<file path="src/rtl/alu_pipe_param_if.sv">
// alu_pipe_param_if: operation/result handshake bundle between the datapath and the registered ALU
interface alu_pipe_param_if #(
    parameter int WIDTH = 32
);
    logic             in_valid;
    logic             in_ready;
    logic [WIDTH-1:0] port_A;
    logic [WIDTH-1:0] port_B;
    logic [3:0]       cmd;
    logic [1:0]       OP;
    logic             set_flags;
    logic             out_valid;
    logic             out_ready;
    logic [WIDTH-1:0] ALU_output;
    logic [3:0]       ALU_Flags;
    logic             busy;
    modport master (
        output in_valid, port_A, port_B, cmd, OP, set_flags, out_ready,
        input  in_ready, out_valid, ALU_output, ALU_Flags, busy
    );
    modport slave (
        input  in_valid, port_A, port_B, cmd, OP, set_flags, out_ready,
        output in_ready, out_valid, ALU_output, ALU_Flags, busy
    );
endinterface

</file>
<file path="src/rtl/alu_pipe_param.sv">
// alu_pipe_param: registered ALU with NZCV flags, valid/ready handshake and iterative shift-add MUL
module alu_pipe_param #(
    parameter int WIDTH  = 32,
    parameter bit MUL_EN = 1'b1
) (
    input logic             clk,
    input logic             reset,
    alu_pipe_param_if.slave bus
);
    localparam int CW = $clog2(WIDTH + 1);
    localparam logic [3:0] CMD_MUL = 4'b1001;
    localparam logic [3:0] CMD_CMP = 4'b1010;
    typedef enum logic [1:0] {IDLE, MUL, DONE} state_t;
    state_t           state_q, state_d;
    logic             out_valid_q, out_valid_d;
    logic             mul_upd_q, mul_upd_d;
    logic [WIDTH-1:0] result_q, result_d;
    logic [WIDTH-1:0] acc_q, acc_d;
    logic [WIDTH-1:0] mcand_q, mcand_d;
    logic [WIDTH-1:0] mplier_q, mplier_d;
    logic [3:0]       flags_q, flags_d;
    logic [CW-1:0]    cnt_q, cnt_d;
    logic [WIDTH-1:0] ax, bx, res;
    logic [WIDTH:0]   sum;
    logic             ci, arith, v, upd, is_mul, ready, accept;
    // Subtracts are folded into the adder as x + ~y + carry_in, so C is NOT borrow for free.
    always_comb begin
        ax = bus.port_A;
        bx = bus.port_B;
        ci = 1'b0;
        arith = 1'b0;
        if (bus.OP == 2'b00) begin
            case (bus.cmd)
                4'b0010, CMD_CMP: begin bx = ~bus.port_B; ci = 1'b1; arith = 1'b1; end
                4'b0011: begin ax = bus.port_B; bx = ~bus.port_A; ci = 1'b1; arith = 1'b1; end
                4'b0100: arith = 1'b1;
                4'b0101: begin ci = flags_q[1]; arith = 1'b1; end
                4'b0110: begin bx = ~bus.port_B; ci = flags_q[1]; arith = 1'b1; end
                default: ;
            endcase
        end else if (bus.OP == 2'b01 && !bus.cmd[3]) begin
            bx = ~bus.port_B;
            ci = 1'b1;
        end
        sum = {1'b0, ax} + {1'b0, bx} + {{WIDTH{1'b0}}, ci};
        res = '0;
        if (bus.OP == 2'b00) begin
            case (bus.cmd)
                4'b0000: res = bus.port_A & bus.port_B;
                4'b0001: res = bus.port_A ^ bus.port_B;
                4'b1100: res = bus.port_A | bus.port_B;
                4'b1101: res = bus.port_B;
                default: res = arith ? sum[WIDTH-1:0] : '0;
            endcase
        end else if (bus.OP != 2'b11) begin
            res = sum[WIDTH-1:0];
        end
        v = (ax[WIDTH-1] == bx[WIDTH-1]) && (sum[WIDTH-1] != ax[WIDTH-1]);
        upd = (bus.OP == 2'b00) && (bus.set_flags || bus.cmd == CMD_CMP);
        is_mul = MUL_EN && bus.OP == 2'b00 && bus.cmd == CMD_MUL;
        ready = state_q == IDLE && (!out_valid_q || bus.out_ready);
        accept = bus.in_valid && ready;
    end
    always_comb begin
        state_d = state_q;
        out_valid_d = out_valid_q && !bus.out_ready;
        result_d = result_q;
        flags_d = flags_q;
        acc_d = acc_q;
        mcand_d = mcand_q;
        mplier_d = mplier_q;
        cnt_d = cnt_q;
        mul_upd_d = mul_upd_q;
        case (state_q)
            IDLE: begin
                if (accept && is_mul) begin
                    state_d = MUL;
                    acc_d = '0;
                    mcand_d = bus.port_A;
                    mplier_d = bus.port_B;
                    cnt_d = '0;
                    mul_upd_d = upd;
                end else if (accept) begin
                    out_valid_d = 1'b1;
                    result_d = res;
                    flags_d = upd ? {res[WIDTH-1], res == '0, arith ? sum[WIDTH] : flags_q[1], arith ? v : flags_q[0]} : flags_q;
                end
            end
            MUL: begin
                acc_d = mplier_q[0] ? acc_q + mcand_q : acc_q;
                mcand_d = mcand_q << 1;
                mplier_d = mplier_q >> 1;
                cnt_d = cnt_q + 1'b1;
                state_d = cnt_q == CW'(WIDTH - 1) ? DONE : MUL;
            end
            DONE: begin
                if (!out_valid_q || bus.out_ready) begin
                    state_d = IDLE;
                    out_valid_d = 1'b1;
                    result_d = acc_q;
                    flags_d = mul_upd_q ? {acc_q[WIDTH-1], acc_q == '0, flags_q[1:0]} : flags_q;
                end
            end
            default: state_d = IDLE;
        endcase
    end
    always_ff @(posedge clk) begin
        if (reset) begin
            state_q <= IDLE;
            out_valid_q <= 1'b0;
            result_q <= '0;
            flags_q <= '0;
            acc_q <= '0;
            mcand_q <= '0;
            mplier_q <= '0;
            cnt_q <= '0;
            mul_upd_q <= 1'b0;
        end else begin
            state_q <= state_d;
            out_valid_q <= out_valid_d;
            result_q <= result_d;
            flags_q <= flags_d;
            acc_q <= acc_d;
            mcand_q <= mcand_d;
            mplier_q <= mplier_d;
            cnt_q <= cnt_d;
            mul_upd_q <= mul_upd_d;
        end
    end
    assign bus.in_ready = ready;
    assign bus.out_valid = out_valid_q;
    assign bus.ALU_output = result_q;
    assign bus.ALU_Flags = flags_q;
    assign bus.busy = state_q == MUL;
endmodule

</file>
<file path="src/flat_wrapper.sv">
// flat-port wrapper written by rule: the top's interface ports become plain ports
module alu_pipe_param_flat 
#(
    parameter int WIDTH  = 32,
    parameter bit MUL_EN = 1'b1
)
  (clk, reset, bus_in_valid, bus_port_A, bus_port_B, bus_cmd, bus_OP, bus_set_flags, bus_out_ready, bus_in_ready, bus_out_valid, bus_ALU_output, bus_ALU_Flags, bus_busy);
  alu_pipe_param_if #(.WIDTH(WIDTH)) bus_i ();
  input logic clk;
  input logic reset;
  input wire logic [$bits(bus_i.in_valid)-1:0] bus_in_valid;
  input wire logic [$bits(bus_i.port_A)-1:0] bus_port_A;
  input wire logic [$bits(bus_i.port_B)-1:0] bus_port_B;
  input wire logic [$bits(bus_i.cmd)-1:0] bus_cmd;
  input wire logic [$bits(bus_i.OP)-1:0] bus_OP;
  input wire logic [$bits(bus_i.set_flags)-1:0] bus_set_flags;
  input wire logic [$bits(bus_i.out_ready)-1:0] bus_out_ready;
  output wire logic [$bits(bus_i.in_ready)-1:0] bus_in_ready;
  output wire logic [$bits(bus_i.out_valid)-1:0] bus_out_valid;
  output wire logic [$bits(bus_i.ALU_output)-1:0] bus_ALU_output;
  output wire logic [$bits(bus_i.ALU_Flags)-1:0] bus_ALU_Flags;
  output wire logic [$bits(bus_i.busy)-1:0] bus_busy;
  assign bus_i.in_valid = bus_in_valid;
  assign bus_i.port_A = bus_port_A;
  assign bus_i.port_B = bus_port_B;
  assign bus_i.cmd = bus_cmd;
  assign bus_i.OP = bus_OP;
  assign bus_i.set_flags = bus_set_flags;
  assign bus_i.out_ready = bus_out_ready;
  assign bus_in_ready = bus_i.in_ready;
  assign bus_out_valid = bus_i.out_valid;
  assign bus_ALU_output = bus_i.ALU_output;
  assign bus_ALU_Flags = bus_i.ALU_Flags;
  assign bus_busy = bus_i.busy;
  alu_pipe_param #(.WIDTH(WIDTH), .MUL_EN(MUL_EN)) u_core (.clk(clk), .reset(reset), .bus(bus_i));
endmodule
</file>
<file path="config.mk">
export PLATFORM = sky130hd
export DESIGN_NAME = alu_pipe_param_flat
export DESIGN_NICKNAME = d
export VERILOG_FILES = /design/src/rtl/alu_pipe_param_if.sv /design/src/rtl/alu_pipe_param.sv /design/src/flat_wrapper.sv
export SDC_FILE = /design/constraint.sdc
export NUM_CORES = 1
export LEC_CHECK = 0
export ABC_AREA = 0
export CAP_MARGIN = 20
export CORE_UTILIZATION = 64
export DETAILED_ROUTE_END_ITERATION = 6
export PLACE_DENSITY = 0.95
export SLEW_MARGIN = 20
export SYNTH_ARGS = -nofsm -noshare
export SYNTH_HDL_FRONTEND = slang
export SYNTH_SLANG_ARGS = --single-unit
</file>
<file path="constraint.sdc">
create_clock -name clk -period 17.4 [get_ports clk]
set_input_delay 5.22 -clock clk [delete_from_list [all_inputs] [get_ports clk]]
set_output_delay 5.22 -clock clk [all_outputs]
set_load 0.005 [all_outputs]
</file>
* After elaboration in Yosys (flattened, before gate mapping) *
Cells that the tools add are included.

cells by class
  reductions and logical operators = 31
  mux-type cells = 43
  eq/ne operators = 24
  bitwise logic cells = 7
  add/sub/neg operators = 4

operators with widths
  kind                 number
  $mux 32              14
  $pmux 32 s2          5
  $pmux 32 s4          1
  $logic_not 32->1     2
  $not 32->32          2
  $add 32x32->33       1
  $add 33x1->33        1
  $add 32x32->32       1
  $and 32x32->32       1
  $or 32x32->32        1
  $xor 32x32->32       1
  $mux 4               5
  $eq 4x4->1 const B   4
  $eq 4x3->1 const B   3
  $pmux 6 s2           1
  $reduce_and 6->1     2
  $ne 2x1->1 const B   5
  $mux 1               9
  $eq 4x2->1 const B   2
  $logic_and 1x1->1    8
  $pmux 4 s2           1
  $add 6x1->6 const B  1
  $eq 6x5->1 const B   1
  $mux 2               3
  other kinds (21)     34

word-level totals
  output and inout port bits = 39
  logic and storage cells = 119
  flip-flop bits (word level) = 142

* Depth between registers and ports, before layout *
  depth after elaboration = 14
  depth in mapped cells = 21
  mapped depth without buffers = 18

* Worst setup path after synthesis *
OpenSTA, ideal clock, no wires.

  kind = input to output
  from = in bus_out_ready
  to = out bus_in_ready
  arrival time = 5543 ps
  slack = 6637 ps
  data required time = 12180 ps
  cell stages on the path = 2
  cell sequence = nor2b_1 -> nor3_1

on the way
  word-level cells in the longest chain between the ends = 2

ends and longest elaborated chain
  what               RTL line              text
  from (decl)        flat_wrapper.sv:17    input wire logic [$bits(bus_i.out_ready)-1:0] bus_out_ready;
  $logic_or 1x1->1   alu_pipe_param.sv:61  ready = state_q == IDLE && (!out_valid_q || bus.out_ready);
  $logic_and 1x1->1  alu_pipe_param.sv:61
  to (decl)          flat_wrapper.sv:18    output wire logic [$bits(bus_i.in_ready)-1:0] bus_in_ready;

Every way passes these cells.

* Final worst setup path *
Same ends and word-level chain as after synthesis.

==> results.md <==
* DRC at 0
* Total CTS buffers at 17
* Die width at 143 um
* Routed Antenna Nets at 0
* Share of post-route cells with drive strength above 1 at under 10%
* Yosys cell types at 87
* Clock transition at path regs at ~0.070 ns
* WP data required at about 12 ns
* Post-Route WL at around 44000 um
* Worst Slack Setup Final at 5.52 ns
* Cts repair resizes at 0
* Root Buffer: clkbuf_16
* Setup crit end kind: output pin
* Drt pass-1 iters at 6
* Hold Crit Class: reg -> reg
* Endpoints failing hold at 0
* LEAKAGE at 6.23 nW
* EDFF count, synth at 0
* Worst Tran Pin Value at about 1.1 ns
* Worst setup SP type: primary input
* Fin. max-slew vios at 0
* First-pass GRT wire length at 69300 um
* Final min period at 11.88 ns
* Register area share after synthesis at roughly 22%
* Core ar. at between 15000 and 20000 um^2
* Yosys reg bits at between 100 and 150
* Grt total ovfl at 0
* Die Ht at 143 um
* Routability congestion estimate at 1.03
* Mapped Area at around 13000 um^2
* Net count, final at between 2k and 2.5k
* Ys async rst share at 0%
* Post-DP HPWL at approximately 30000 um
* Layout Cells excl Fill at roughly 2.1k
* DRT iter0 DRCs at around 1.6k
* Most frequent cells in the layout: nor2_1 (254), nand2_1 (232), a21oi_1 (166)
* Synth top area share at around 22%
* Clk sink count at about 140
* Placed cells at 2056
* Max Clk Rate at roughly 84 MHz
* Io pins at around 110
* Antenna violations before repair at 0
* Pre-CTS WS at 5.55 ns
* Max cap viols at 0
* Worst hold slack at between 0.4 and 0.5 ns
* Worst vdd ir at just over 0.07 mV
* Vias at 14.3k
* Synth area leaders: dfxtp_1 (22%), ha_1 (12%), nor2_1 (7.6%)
* Total GRT Usage at 43.6%
* RSZ-0062 raised after global routing: false
* Post-CTS setup buffers at 0
* Most common cell after layout, fill and taps aside: nor2_1
* CP Class: in -> out
* Largest net degree at the start of global routing at 86
* WP data arrival at around 6.7 ns
* Cells after Synth at roughly 1.8k
* Max FO, Critical Path at 5
* Synthesized net count at between 1.5k and 2k
* Die Area at 20500 um^2
* FP Rows at just over 50
* Syn_area_per_cell at roughly 7 um^2
* Initial Util at around two thirds
* Clock Latency Late Sink at roughly 0.44 ns
* DR vias/cell at ~6.8
* CTS tree: done
* H-tree depth at 4
* Slew headroom at between 20% and 30%
* Vias in the first global route at approximately 13k
* Worst Skew at between 0.01 and 0.015 ns
* Final period util at about two thirds
* Pwr per Cell Area at 68.5 nW/um^2
* Leading area contributor after synthesis: dfxtp_1
* Setup-failing EPs final at 0
* Routed len/inst at roughly 21 um
* Diode count at 0
* # port buffers at roughly 110
* Syn. warnings at 0
* Area growth, synth to finish at 13.6%
* Cts hold-fix bufs at 0
* Max Buffers Root-to-Sink at 2
* Post-route setup TNS at 0 ns
* Most used flip-flop cell after synthesis: dfxtp_1
* Status: complete, no violations
* Overall power at between 0.9 and 1 mW
[final timing paths]
check,from,cells after the start,slack (ns),end
worst max-delay path,bus_out_ready,4,5.52,bus_in_ready
worst max register to register,u_core.bus.ALU_Flags[1],17,13.00,u_core.bus.ALU_Flags[2]
worst min-delay path,u_core.bus.ALU_output[5],2,0.46,u_core.bus.ALU_output[5]
worst min register to register,u_core.bus.ALU_output[5],2,0.46,u_core.bus.ALU_output[5]
[state kept, by name, summed over array words and instances, names as in the netlist]
register               cells
u_core.acc_q              32
u_core.bus.ALU_Flags       4
u_core.bus.ALU_output     32
u_core.bus.out_valid       1
u_core.cnt_q               6
u_core.mcand_q            32
u_core.mplier_q           32
u_core.mul_upd_q           1
u_core.state_q             2
[synthesized netlist by cell type (11+ instances only)]
cell type / n
nor2_1: 257
nand2_1: 232
a21oi_1: 166
dfxtp_1: 142
ha_1: 127
clkbuf_1: 91
o21ai_0: 86
inv_1: 82
a311oi_1: 65
a21o_1: 57
o32ai_1: 35
nand3_1: 32
nor3_1: 30
a211oi_1: 28
xnor2_1: 26
xor2_1: 20
a22oi_1: 19
mux2i_1: 18
nor4_1: 13
o21a_1: 13
a221oi_1: 12
buf_1: 12
a31oi_1: 11
buf_2: 11
nor2b_1: 11
o21bai_1: 11
o22ai_1: 11
[layer usage]
layer	part of all wire (%)	global-route usage, %	routed length (um)	vias to the layer above
li1	-	-	-	6533
met1	38	53.7	16600	6608
met2	44	69.0	19500	933
met3	12	8.75	5120	214
met4	6.5	28.5	2870	0
met5	0	0	0	-
[area by class of cell]
class	count	area (um^2)
clock buffers	17	425
clock inverters	15	126
fillers	1494	5010
inverters	82	308
multi-input cells	1435	9160
flip-flops and latches	142	2840
well taps	265	332
repair buffers	132	1270
[per-stage QoR]
step	utilization [%]	area (um^2)
2_1_floorplan	-	12700
3_3_place_gp	71.4	13900
3_5_place_dp	71.4	13900
4_1_cts	74.3	14500
5_1_grt	74.3	14500
6_report	74.3	14500
[worst max-delay path, cell delays in order]
cell and delay [ns]:
clkdlybuf4s50_1 0.45, nor2b_1 0.08, nor3_1 0.31, clkdlybuf4s50_1 0.58
[logic make-up (layout without fill, tap and decap cells)]
logic type / count (synthesis) / in the layout / synth area share [%]
AOI/OAI and AO/OA: 590 / 590 / 31.6
xor gates and xnor gates: 46 / 46 / 3.17
adders and majority gates: 130 / 130 / 13.0
buffers and inverters: 198 / 246 / 6.04
DFF: 142 / 142 / 22.3
muxes: 19 / 19 / 1.50
and+or+nand+nor: 650 / 650 / 22.4
[report_power, final]
group,switching [mW],internal (mW)
clock,0.172,0.187
sequential,0.00645,0.335
combinational,0.172,0.118
Note: power is estimated with default switching activity, not from simulation.
